==> config.mk <==
export PLATFORM = sky130hd
export DESIGN_NAME = ebr_march_driver_flat
export DESIGN_NICKNAME = d
export VERILOG_FILES = /design/src/rtl/ebr_march_driver_if.sv /design/src/rtl/ebr_march_driver.sv /design/src/flat_wrapper.sv
export SDC_FILE = /design/constraint.sdc
export NUM_CORES = 1
export LEC_CHECK = 0
export CAP_MARGIN = 10
export CORE_MARGIN = 4
export CORE_UTILIZATION = 55
export DETAILED_ROUTE_END_ITERATION = 10
export PLACE_DENSITY = 0.84
export SLEW_MARGIN = 20
export SYNTH_ARGS = -nofsm -noshare
export SYNTH_HDL_FRONTEND = slang
export SYNTH_SLANG_ARGS = --single-unit
==> constraint.sdc <==
create_clock -name CLK -period 4.2 [get_ports CLK]
set_clock_uncertainty 0.1 [all_clocks]
set_input_delay 0.63 -clock CLK [delete_from_list [all_inputs] [get_ports CLK]]
set_output_delay 0.63 -clock CLK [all_outputs]
set_load 0.005 [all_outputs]
==> src/rtl/ebr_march_driver_if.sv <==
// Pin bundle between the march driver and one DP8KC EBR port.
// master drives address/data/enables, slave (the EBR) returns DO.
interface ebr_march_driver_if #(
    parameter int ADDR_WIDTH = 10,
    parameter int DATA_WIDTH = 9
);
    logic [ADDR_WIDTH-1:0] AD;
    logic [DATA_WIDTH-1:0] DI;
    logic                  WE;
    logic                  CE;
    logic                  OCE;
    logic [2:0]            CS;
    logic [DATA_WIDTH-1:0] DO;

    modport master (output AD, DI, WE, CE, OCE, CS, input DO);
    modport slave  (input AD, DI, WE, CE, OCE, CS, output DO);
endinterface

==> src/rtl/ebr_march_driver.sv <==
// Full-depth write pass then read/compare pass over one DP8KC EBR port.
// Run takes 2*2^ADDR_WIDTH + READ_LATENCY + 1 cycles from START acceptance to DONE.
// No backpressure: the EBR is assumed to accept one access per cycle.
module ebr_march_driver #(
    parameter int                    ADDR_WIDTH   = 10,
    parameter int                    DATA_WIDTH   = 9,
    parameter int                    READ_LATENCY = 1,
    parameter logic [DATA_WIDTH-1:0] PATTERN      = DATA_WIDTH'(9'h155)
) (
    input  logic                  CLK,
    input  logic                  RST,
    input  logic                  START,
    ebr_march_driver_if.master    ebr,
    output logic                  BUSY,
    output logic                  DONE,
    output logic                  PASS,
    output logic [15:0]           ERR_COUNT,
    output logic [ADDR_WIDTH-1:0] FIRST_ERR_ADDR
);

    localparam logic [2:0] S_IDLE  = 3'd0;
    localparam logic [2:0] S_WRITE = 3'd1;
    localparam logic [2:0] S_READ  = 3'd2;
    localparam logic [2:0] S_DRAIN = 3'd3;
    localparam logic [2:0] S_DONE  = 3'd4;

    localparam logic [ADDR_WIDTH-1:0] LAST_ADDR  = '1;
    localparam logic [2:0]            DRAIN_LAST = 3'(READ_LATENCY - 1);

    logic [2:0]            state;
    logic [2:0]            drain_cnt;
    logic [ADDR_WIDTH-1:0] ad_q;
    logic [ADDR_WIDTH-1:0] ad_inc;
    logic [DATA_WIDTH-1:0] di_q;
    logic                  we_q;
    logic                  ce_q;
    logic                  oce_q;

    logic                  exp_vld  [READ_LATENCY];
    logic [ADDR_WIDTH-1:0] exp_addr [READ_LATENCY];
    logic [DATA_WIDTH-1:0] exp_dat  [READ_LATENCY];

    logic                  mismatch;
    logic [15:0]           err_nxt;

    // Address zero-extended or truncated to the data width, then masked.
    function automatic logic [DATA_WIDTH-1:0] pattern_of(input logic [ADDR_WIDTH-1:0] a);
        logic [DATA_WIDTH-1:0] d;
        for (int i = 0; i < DATA_WIDTH; i++) begin
            d[i] = (i < ADDR_WIDTH) ? a[i % ADDR_WIDTH] : 1'b0;
        end
        return d ^ PATTERN;
    endfunction

    assign ad_inc  = ad_q + 1'b1;
    assign ebr.AD  = ad_q;
    assign ebr.DI  = di_q;
    assign ebr.WE  = we_q;
    assign ebr.CE  = ce_q;
    assign ebr.OCE = oce_q;
    assign ebr.CS  = 3'b000;

    always_comb begin
        mismatch = exp_vld[READ_LATENCY-1] && (ebr.DO != exp_dat[READ_LATENCY-1]);
        err_nxt  = ERR_COUNT;
        if (mismatch && (ERR_COUNT != 16'hFFFF)) begin
            err_nxt = ERR_COUNT + 16'd1;
        end
    end

    // Stage 0 captures the address on the pins this cycle, so the last stage
    // lines up with DO exactly READ_LATENCY cycles after the address was driven.
    always_ff @(posedge CLK) begin
        if (RST) begin
            for (int i = 0; i < READ_LATENCY; i++) begin
                exp_vld[i]  <= 1'b0;
                exp_addr[i] <= '0;
                exp_dat[i]  <= '0;
            end
        end else begin
            exp_vld[0]  <= (state == S_READ);
            exp_addr[0] <= ad_q;
            exp_dat[0]  <= pattern_of(ad_q);
            for (int i = 1; i < READ_LATENCY; i++) begin
                exp_vld[i]  <= exp_vld[i-1];
                exp_addr[i] <= exp_addr[i-1];
                exp_dat[i]  <= exp_dat[i-1];
            end
        end
    end

    always_ff @(posedge CLK) begin
        if (RST) begin
            state          <= S_IDLE;
            drain_cnt      <= '0;
            ad_q           <= '0;
            di_q           <= '0;
            we_q           <= 1'b0;
            ce_q           <= 1'b0;
            oce_q          <= 1'b0;
            BUSY           <= 1'b0;
            DONE           <= 1'b0;
            PASS           <= 1'b0;
            ERR_COUNT      <= '0;
            FIRST_ERR_ADDR <= '0;
        end else begin
            DONE <= 1'b0;
            if (mismatch) begin
                ERR_COUNT <= err_nxt;
                if (ERR_COUNT == 16'd0) begin
                    FIRST_ERR_ADDR <= exp_addr[READ_LATENCY-1];
                end
            end

            case (state)
                S_IDLE: begin
                    if (START) begin
                        state          <= S_WRITE;
                        ad_q           <= '0;
                        di_q           <= PATTERN;
                        we_q           <= 1'b1;
                        ce_q           <= 1'b1;
                        oce_q          <= 1'b0;
                        BUSY           <= 1'b1;
                        PASS           <= 1'b0;
                        ERR_COUNT      <= '0;
                        FIRST_ERR_ADDR <= '0;
                    end
                end
                S_WRITE: begin
                    if (ad_q == LAST_ADDR) begin
                        state <= S_READ;
                        ad_q  <= '0;
                        di_q  <= '0;
                        we_q  <= 1'b0;
                        oce_q <= 1'b1;
                    end else begin
                        ad_q <= ad_inc;
                        di_q <= pattern_of(ad_inc);
                    end
                end
                S_READ: begin
                    if (ad_q == LAST_ADDR) begin
                        state     <= S_DRAIN;
                        drain_cnt <= '0;
                    end else begin
                        ad_q <= ad_inc;
                    end
                end
                S_DRAIN: begin
                    if (drain_cnt == DRAIN_LAST) begin
                        state <= S_DONE;
                        ce_q  <= 1'b0;
                        oce_q <= 1'b0;
                        BUSY  <= 1'b0;
                        DONE  <= 1'b1;
                        PASS  <= (err_nxt == 16'd0);
                    end else begin
                        drain_cnt <= drain_cnt + 3'd1;
                    end
                end
                S_DONE: begin
                    state <= S_IDLE;
                end
                default: begin
                    state <= S_IDLE;
                end
            endcase
        end
    end

endmodule

==> src/flat_wrapper.sv <==
// flat-port wrapper written by rule: the top's interface ports become plain ports
module ebr_march_driver_flat 
#(
    parameter int                    ADDR_WIDTH   = 10,
    parameter int                    DATA_WIDTH   = 9,
    parameter int                    READ_LATENCY = 1,
    parameter logic [DATA_WIDTH-1:0] PATTERN      = DATA_WIDTH'(9'h155)
)
  (CLK, RST, START, BUSY, DONE, PASS, ERR_COUNT, FIRST_ERR_ADDR, ebr_AD, ebr_DI, ebr_WE, ebr_CE, ebr_OCE, ebr_CS, ebr_DO);
  ebr_march_driver_if #(.ADDR_WIDTH(ADDR_WIDTH), .DATA_WIDTH(DATA_WIDTH)) ebr_i ();
  input  logic CLK;
  input  logic RST;
  input  logic START;
  output logic BUSY;
  output logic DONE;
  output logic PASS;
  output logic [15:0] ERR_COUNT;
  output logic [ADDR_WIDTH-1:0] FIRST_ERR_ADDR;
  output wire logic [$bits(ebr_i.AD)-1:0] ebr_AD;
  output wire logic [$bits(ebr_i.DI)-1:0] ebr_DI;
  output wire logic [$bits(ebr_i.WE)-1:0] ebr_WE;
  output wire logic [$bits(ebr_i.CE)-1:0] ebr_CE;
  output wire logic [$bits(ebr_i.OCE)-1:0] ebr_OCE;
  output wire logic [$bits(ebr_i.CS)-1:0] ebr_CS;
  input wire logic [$bits(ebr_i.DO)-1:0] ebr_DO;
  assign ebr_AD = ebr_i.AD;
  assign ebr_DI = ebr_i.DI;
  assign ebr_WE = ebr_i.WE;
  assign ebr_CE = ebr_i.CE;
  assign ebr_OCE = ebr_i.OCE;
  assign ebr_CS = ebr_i.CS;
  assign ebr_i.DO = ebr_DO;
  ebr_march_driver #(.ADDR_WIDTH(ADDR_WIDTH), .DATA_WIDTH(DATA_WIDTH), .READ_LATENCY(READ_LATENCY), .PATTERN(PATTERN)) u_core (.CLK(CLK), .RST(RST), .START(START), .ebr(ebr_i), .BUSY(BUSY), .DONE(DONE), .PASS(PASS), .ERR_COUNT(ERR_COUNT), .FIRST_ERR_ADDR(FIRST_ERR_ADDR));
endmodule
Word-level counts from Yosys, hierarchy flattened. Memories as Yosys holds them, arrays and structs flattened. Cells that the tools add are included.

Add/sub/neg operators: 3. Equal/unequal tests: 12. Bitwise gates (word level): 3. Mux-type cells: 43. Reduce and logical (&&, ||, !) cells: 22.

Operator list (count): two-way mux 10 bit (8); two-way mux 16 bit (4); zero test 16 bit (2); case mux 10 bit (3 select lines) (1); two-way mux 9 bit (3); two-way mux 3 bit (6); case mux 9 bit (2 select lines) (1); adder 16 x 1 -> 16 bit (second input constant) (1); != test 16 bit (second input constant) (1); two-way mux 1 bit (14); case mux 3 bit (4 select lines) (1); AND reduction 3 bit (4); adder 10 x 1 -> 10 bit (second input constant) (1); equality test 10 bit (second input constant) (1); NOT 5 bit (2); OR reduction 10 bit (1); != test 9 bit (1); OR reduction 9 bit (1); != test 2 bit (second input constant) (4); AND reduction 4 bit (2); equality test 3 x 2 -> 1 bit (second input constant) (2); zero test 3 bit (2); case mux 1 bit (2 select lines) (3); case mux 3 bit (2 select lines) (1); 11 further kinds (16).

RAM bits: 20. Output and inout port bits: 54. Flip-flop bits (word level): 56. Memories: 3. Logic and storage cells: 97. Input bits: 12.

Memory list: u_core.exp_addr (words 1, width 10, read ports 1, clocked after Yosys merged registers in 0, wr ports 1, line ebr_march_driver.sv:40) `logic [ADDR_WIDTH-1:0] exp_addr [READ_LATENCY];`; u_core.exp_dat (words 1, width 9, read ports 1, clocked after Yosys merged registers in 0, wr ports 1, line ebr_march_driver.sv:41) `logic [DATA_WIDTH-1:0] exp_dat [READ_LATENCY];`; u_core.exp_vld (words 1, width 1, read ports 1, clocked after Yosys merged registers in 0, wr ports 1, line ebr_march_driver.sv:39) `logic exp_vld [READ_LATENCY];`.

Longest topological paths before layout. Gate-level depths: netlist of the first run. An unclocked memory read counts as a cell.

Depth after elaboration: 8. Gate-level depth with buffers: 8. Depth with buffers taken out: 8.

Least setup slack after synthesis of the first run. OpenSTA, ideal clock, no wires.

Path kind: in2reg. From: input port ebr_DO[7]. To: register u_core.PASS. Buffers on the path: 0. Arrival time: 2.256 ns. Stages on the path: 7. Data required time: 4.016 ns. Setup time: 0.084 ns. Slack: 1.760 ns. Path through: xor2_1 -> nor4_1 -> nand4_1 -> and3_4 -> or3_1 -> a221o_1 -> o31ai_2.

Word-level cells in the longest chain between the ends: 7.

Ends and longest elaborated chain: start: declaration (line flat_wrapper.sv:25) `input wire logic [$bits(ebr_i.DO)-1:0] ebr_DO;`; != test 9 bit (line ebr_march_driver.sv:64) `mismatch = exp_vld[READ_LATENCY-1] && (ebr.DO != exp_dat[READ_LATENCY-1]);`; logical AND 1 bit (line ebr_march_driver.sv:64); logical AND 1 bit (line ebr_march_driver.sv:66) `if (mismatch && (ERR_COUNT != 16'hFFFF)) begin`; two-way mux 16 bit (line ebr_march_driver.sv:66); zero test 16 bit (line ebr_march_driver.sv:157) `PASS <= (err_nxt == 16'd0);`; two-way mux 1 bit (line ebr_march_driver.sv:151) `if (drain_cnt == DRAIN_LAST) begin`; case mux 1 bit (2 select lines) (line ebr_march_driver.sv:115) `case (state)`; end signal: assignment (line ebr_march_driver.sv:157); end: declaration (line ebr_march_driver.sv:16) `output logic PASS,`.

Every way passes these cells. The select of a mux whose other input is x is not followed. A chain may end at the register's enable or synchronous reset.

Worst setup path after layout of the first run. Ends and elaborated chain as after synthesis.

==> impl_metrics.tcl, run 1 <==
set metrics [dict create \
    worstHoldEndpoint "u_core.FIRST_ERR_ADDR[9]" \
    synth_compound_gate_area_share_pct 11.9 \
    cts_made_buffers 9 \
    cts_resized 0 \
    dominant_combinational_cell_family_by_area_after_synthesis "simple AND/OR/NAND/NOR gates" \
    port_buffers 62 \
    holdCritPathClass "flip-flop to flip-flop" \
    cts_hold_buf 0 \
    gpl.final_weighted_congestion 0.858 \
    grt_start_max_net_pins 39 \
    cp_data_arrival_time_ns 3.05 \
    synthFlopType "sky130_fd_sc_hd__dfxtp_1" \
    core_um2 5960 \
    synth.lib_cells_used.distinct 51 \
    post_syn_instances 397 \
    async_flop_share_pct 0 \
    num_antenna_cells 0 \
    design_area_um2 4200 \
    fmax_ghz 0.346 \
    slew_viol_final 0 \
    drc_errors 0 \
    routed_vias 2969 \
    r2r-end "u_core.ebr.AD[5]" \
    power_density_nw_per_um2 318 \
    tritoncts "yes" \
    io_pins 66 \
    syn_to_final_growth_pct 24.4 \
    synth_xor_xnor_area_share_pct 9.86 \
    hold_path_startpoint "u_core.exp_addr[0][9]" \
    final_hold_viol_count 0 \
    detail_route.wirelength_um 7720 \
    detail_route.vias_per_cell 5.59 \
    grt_usage_pct 21.6 \
    min_period_over_period_pct 68.8 \
    path_delay_family "simple AND/OR/NAND/NOR gates" \
    maxSlewHeadroom_pct 36.6 \
    hpwl_um 5460 \
    post_drt_wl_per_cell_um 14.5 \
    setup_viol_count_final 0 \
    timing.critical_path.required_ns 4.36 \
    r2r_slack_ns 1.46 \
    synthMuxAreaShare_pct 3.85 \
    worst_r2r_startpoint "u_core.ebr.AD[0]" \
    fin_total_pwr_mw 1.33 \
    dieArea_um2 7460 \
    synth.yosys.seq_area_share_pct 42.7 \
    worst-setup-path-type "primary input to flip-flop" \
    grt_antenna_before_repair 0 \
    antenna_left 0 \
    postSynthAreaPerCell_um2 8.50 \
    total_negative_setup_slacks_ns 0 \
    syn_area_um2 3380 \
    max-clock-path-buffers 2 \
    number_of_global_route_vias_before_repair 2824 \
    clk_pin_slew_ns 0.08 \
    synth_seq_cells 72 \
    outcome "finished clean" \
    core.rowCount 28 \
    timing.critical_path.slowest_stage_cell "sky130_fd_sc_hd__clkdlybuf4s50_1" \
    cp-end-kind "flip-flop" \
    post_dp_cell_area_um2 4000 \
    rr_worst_depth 8 \
    ys_warn_count 0 \
    setup_repair_after_global_routing_missed_its_margin "no" \
    whs_path_depth 2 \
    power.ir.vdd_worst_mv 0.266 \
    max_cap_violations 0 \
    post_cts.repair.setup_buffers 0 \
    hold-worst-slack_ns 0.365 \
    worstPathBufferInverterCount 1 \
    nets 468 \
    synthAdderAreaFrac_pct 1.85 \
    cts_num_sinks 72 \
    chipWidth_um 86.3 \
    cts.root.buffer_cell "sky130_fd_sc_hd__clkbuf_8" \
    fraction_of_layout_instances_using_a_drive_strength_above_1_pct 5.26 \
    edff_count_synth 0 \
    cts_max_level 3 \
    critPathMaxFanout 12 \
    worstMarginPinSlew_ns 0.944 \
    initial_core_util_pct 56.7 \
    power_leakage_nw 1.55 \
    path_cells "clkdlybuf4s50_1, xor2_1, nor4_1, nand4_1, and3_4, or3_1, a221o_1, o31ai_2" \
    post-route-min-period_ns 2.89 \
    critical_path.startpoint_type "primary input" \
    final_core_utilization_pct 70.5 \
    die_height_um 86.3 \
    globalRouteOverflowTotal 0 \
    slowest_delay_ns 0.41 \
    clock_latency_ns 0.34 \
    iteration_0_drc_markers 156 \
    grt_pass1_wl_um 13000 \
    count_of_tritonroute_iterations_in_the_first_routing_pass 4 \
    yosys.area_share.simple_pct 25.6 \
    fillerInstances 489 \
]
metrics by stage:
step                worst slack [ns]  instances
floorplan                       1.76        399
global placement                1.03        515
detailed placement             0.949        515
CTS                             1.32        531
global route                    1.22        531
finish                          1.31        531
worst min-delay path, stage by stage, from the launching register on:
cell and delay [ns]:
sky130_fd_sc_hd__dfxtp_1 0.31, sky130_fd_sc_hd__mux2i_1 0.06, sky130_fd_sc_hd__nor2_1 0.07
state kept, by name, indices dropped and copies added (netlist names), 3 cells and up:
name	cells
u_core.ebr.AD	10
u_core.ERR_COUNT	16
u_core.drain_cnt	3
u_core.ebr.DI	9
u_core.exp_addr	6
u_core.state	3
u_core.FIRST_ERR_ADDR	10
u_core.exp_dat	9
cells by family (layout without fill, tap and decap cells):
logic type               after synthesis  in the layout
buffers and inverters                 31             88
XOR/XNOR                              38             38
AO/OA/AOI/OAI                         62             62
flip-flops                            72             72
AND/OR/NAND/NOR                      175            175
adder cells (fa/ha/maj)                5              5
other                                  1              3
multiplexers                          13             13
cell type report:
| cell class | instances | area, um^2 | share of cell area, % |
|---|---|---|---|
| Sequential cell | 72 | 1440 | 34.3 |
| Timing Repair Buffer | 63 | 628 | 15.0 |
| Clock buffer | 9 | 124 | 2.95 |
| Inverter | 9 | 33.8 | 0.804 |
| Clock inverter | 7 | 77.6 | 1.85 |
| Multi-Input combinational cell | 296 | 1800 | 42.9 |
| Tap cell | 75 | 93.8 | 2.23 |
report_power, final:
group          switching, mW  internal (mW)  total, mW
logic                 0.0387         0.0369     0.0756
clock network          0.275          0.280      0.555
registers            0.00969          0.693      0.703
layout by cell type, fill, tap and decap left out, drive strengths merged, types with 10 or more instances in the layout:
cell type	count
nand4	10
xor2	22
a21oi	16
nor2b	14
o21ai	16
clkdlybuf4s50	62
nor2	64
nor3	10
mux2i	13
inv	12
dfxtp	72
xnor2	16
nand3	12
nand2	32
routing by layer:
layer / GRT usage (%) / up-vias / share of wire [%]
met1: 28.4 / 1385 / 45
met5: 0 / - / 0
met3: 6.56 / 12 / 6.3
met4: 7.93 / 0 / 1.6
met2: 33.7 / 104 / 47
li1: - / 1468 / -
worst max path at each step:
stage	startpoint	to	slack (ns)	depth (start not counted)
after floorplan	ebr_DO[7]	u_core.PASS	1.76	7
after global placement	ebr_DO[7]	u_core.PASS	1.03	8
after detailed placement	ebr_DO[7]	u_core.PASS	0.95	8
after CTS	ebr_DO[7]	u_core.PASS	1.32	8
after global routing	u_core.ebr.AD[0]	u_core.ebr.AD[5]	1.22	8
final	ebr_DO[7]	u_core.PASS	1.31	8
Yosys cell counts (2+ instances only):
cell type,n,area [um^2]
sky130_fd_sc_hd__a21o_1,2,15.0
sky130_fd_sc_hd__nand3_1,12,60.1
sky130_fd_sc_hd__mux2i_1,13,130
sky130_fd_sc_hd__o2111ai_1,2,17.5
sky130_fd_sc_hd__clkbuf_1,12,45.0
sky130_fd_sc_hd__nand4_2,2,25.0
sky130_fd_sc_hd__and3_1,8,50.1
sky130_fd_sc_hd__xor2_1,22,193
sky130_fd_sc_hd__o22ai_1,4,25.0
sky130_fd_sc_hd__nand3b_1,3,22.5
sky130_fd_sc_hd__or2_2,2,12.5
sky130_fd_sc_hd__o21ai_0,16,80.1
sky130_fd_sc_hd__and2_1,2,12.5
sky130_fd_sc_hd__buf_2,4,20.0
sky130_fd_sc_hd__a22oi_1,2,15.0
sky130_fd_sc_hd__xnor2_1,16,140
sky130_fd_sc_hd__a22o_1,4,35.0
sky130_fd_sc_hd__nor2_1,64,240
sky130_fd_sc_hd__ha_1,5,62.6
sky130_fd_sc_hd__nand2b_1,4,25.0
sky130_fd_sc_hd__dfxtp_1,72,1440
sky130_fd_sc_hd__inv_1,9,33.8
sky130_fd_sc_hd__nand4_1,8,50.1
sky130_fd_sc_hd__nor4_1,3,18.8
sky130_fd_sc_hd__and4_1,2,17.5
sky130_fd_sc_hd__a211oi_1,4,30.0
sky130_fd_sc_hd__a21oi_1,16,80.1
sky130_fd_sc_hd__or3_1,3,18.8
sky130_fd_sc_hd__nor3b_1,2,15.0
sky130_fd_sc_hd__buf_4,5,37.5
sky130_fd_sc_hd__nand2_1,32,120
sky130_fd_sc_hd__nor3_1,10,50.1
sky130_fd_sc_hd__nor2b_1,14,87.6
(Power assumes the default switching activity.)
==> run 2, diff against run 1 <==
Settings changed: CORE_UTILIZATION 55 to 47, PLACE_DENSITY 0.84 to 0.76.
Clock period 4.2 ns to 2.4 ns, I/O delays scaled along.
==> run 2 against run 1 <==
Net effect: final cell count up 12%; first-iteration DRC count rose by 19%; setup slack worse by 1.2 ns; register-to-register slack got worse by 1.4 ns; worst hold slack gained 0.012 ns; global-route usage down 0.58 points; largest cell class unchanged; critical path depth is 2 lower; via count up 6.8%; cell area increased by 8.8%.
==> impl_metrics.tcl, run 2 (synthesis results as in run 1) <==
set metrics [dict create \
    port_buffers 62 \
    total_negative_setup_slacks_ns 0 \
    worst_slack_at_placement_ns -0.329 \
    cts_num_sinks 72 \
    chipWidth_um 92.8 \
    critPathMaxFanout 4 \
    gpl.final_weighted_congestion 0.910 \
    die_height_um 92.8 \
    cts_max_level 3 \
    dieArea_um2 8600 \
    iteration_0_drc_markers 185 \
    count_of_tritonroute_iterations_in_the_first_routing_pass 7 \
    outcome "finished clean" \
    number_of_global_route_vias_before_repair 3054 \
    cp_data_arrival_time_ns 2.47 \
    worst-setup-path-type "flip-flop to flip-flop" \
    power_density_nw_per_um2 489 \
    max_cap_violations 0 \
    fin_total_pwr_mw 2.23 \
    core.rowCount 30 \
    fraction_of_layout_instances_using_a_drive_strength_above_1_pct 14.2 \
    grt_antenna_before_repair 0 \
    critical_path.startpoint_type "flip-flop" \
    drc_errors 0 \
    post_dp_cell_area_um2 4360 \
    routed_vias 3171 \
    io_pins 66 \
    cts_hold_buf 0 \
    grt_start_max_net_pins 27 \
    syn_to_final_growth_pct 35.4 \
    detail_route.vias_per_cell 5.33 \
    largest_register_ff_count 16 \
    globalRouteOverflowTotal 0 \
    power.ir.vdd_worst_mv 0.652 \
    layout.cells.non_filler 595 \
    most-common-layout-cells "sky130_fd_sc_hd__dfxtp_1, sky130_fd_sc_hd__nor2_1, sky130_fd_sc_hd__clkdlybuf4s50_1, sky130_fd_sc_hd__buf_4, sky130_fd_sc_hd__nand2_1" \
    clock_latency_ns 0.35 \
    setup_slack_ns 0.0965 \
    grt_pass1_wl_um 14600 \
    clk_pin_slew_ns 0.08 \
    holdCritPathClass "flip-flop to flip-flop" \
    detail_route.wirelength_um 8640 \
    nets 512 \
    hold-worst-slack_ns 0.377 \
    power_leakage_nw 1.78 \
    post-place-cells 579 \
    min_period_over_period_pct 96.0 \
    rr_worst_depth 6 \
    fmax_ghz 0.434 \
    post-route-min-period_ns 2.30 \
    max-clock-path-buffers 2 \
    initial_core_util_pct 49.1 \
    whs_path_depth 2 \
    timing.critical_path.required_ns 2.57 \
    cp-end-kind "flip-flop" \
    setup_viol_count_final 0 \
    top_register "u_core.ERR_COUNT" \
    final_hold_viol_count 0 \
    cts_made_buffers 9 \
    mostFrequentLayoutCell "sky130_fd_sc_hd__dfxtp_1" \
    r2r_slack_ns 0.1 \
    cts.root.buffer_cell "sky130_fd_sc_hd__clkbuf_8" \
    antenna_left 0 \
    post_drt_wl_per_cell_um 14.5 \
    design_area_um2 4570 \
    tritoncts "yes" \
    core_um2 6870 \
    grt_usage_pct 21.1 \
    slew_viol_final 0 \
    hpwl_um 6380 \
    num_antenna_cells 0 \
    final_core_utilization_pct 66.5 \
]
-- run 2: cell types whose count changed in the layout (fill, tap and decap cells not counted), sizes merged, moves of 2 or more --
cell           previous run  this run
dlymetal6s2s              0         2
clkdlybuf4s50            62        60
buf                       1        45
inv                      12         9
-- run 2: layout make-up --
cell class	count	area, um^2
Timing Repair Buffer	107	980
Sequential cell	72	1440
Fill cell	561	2300
Inverter	9	33.8
Clock inverter	5	33.8
Tap cell	96	120
Multi-Input combinational cell	296	1820
Clock buffer	10	138
-- run 2: layer usage --
layer | global-route usage, % | part of all wire (%)
met3 | 5.36 | 6.0
met1 | 27.3 | 44
met2 | 34.1 | 48
met5 | 0 | 0
met4 | 7.20 | 1.6
-- run 2: critical path, stage by stage, from the launching register on --
cell and delay [ns]:
sky130_fd_sc_hd__dfxtp_1 0.37, sky130_fd_sc_hd__nand4_2 0.19, sky130_fd_sc_hd__or4_4 0.58, sky130_fd_sc_hd__and3_4 0.20, sky130_fd_sc_hd__or3_4 0.31, sky130_fd_sc_hd__a221o_1 0.32
sky130_fd_sc_hd__o31ai_2 0.16
-- run 2: final timing paths --
path,start,end
setup / recovery,u_core.ERR_COUNT[6],u_core.PASS
hold / removal,u_core.exp_addr[0][2],u_core.FIRST_ERR_ADDR[2]
setup reg to reg,u_core.ERR_COUNT[6],u_core.PASS
hold reg to reg,u_core.exp_addr[0][2],u_core.FIRST_ERR_ADDR[2]
-- run 2: what timing repair did --
action	CTS	global route
endpoints found under the setup margin	0	2
setup buffers	0	1
hold endpoints to repair	0	0
gates resized for setup	0	8
-- run 2: power breakdown --
group	switching, mW	total [mW]	leakage, nW	internal, mW
Sequential	0.0108	1.22	0.585	1.21
Combinational	0.0788	0.156	1.11	0.0775
Clock	0.459	0.854	0.0841	0.395
Total	0.548	2.23	1.78	1.69
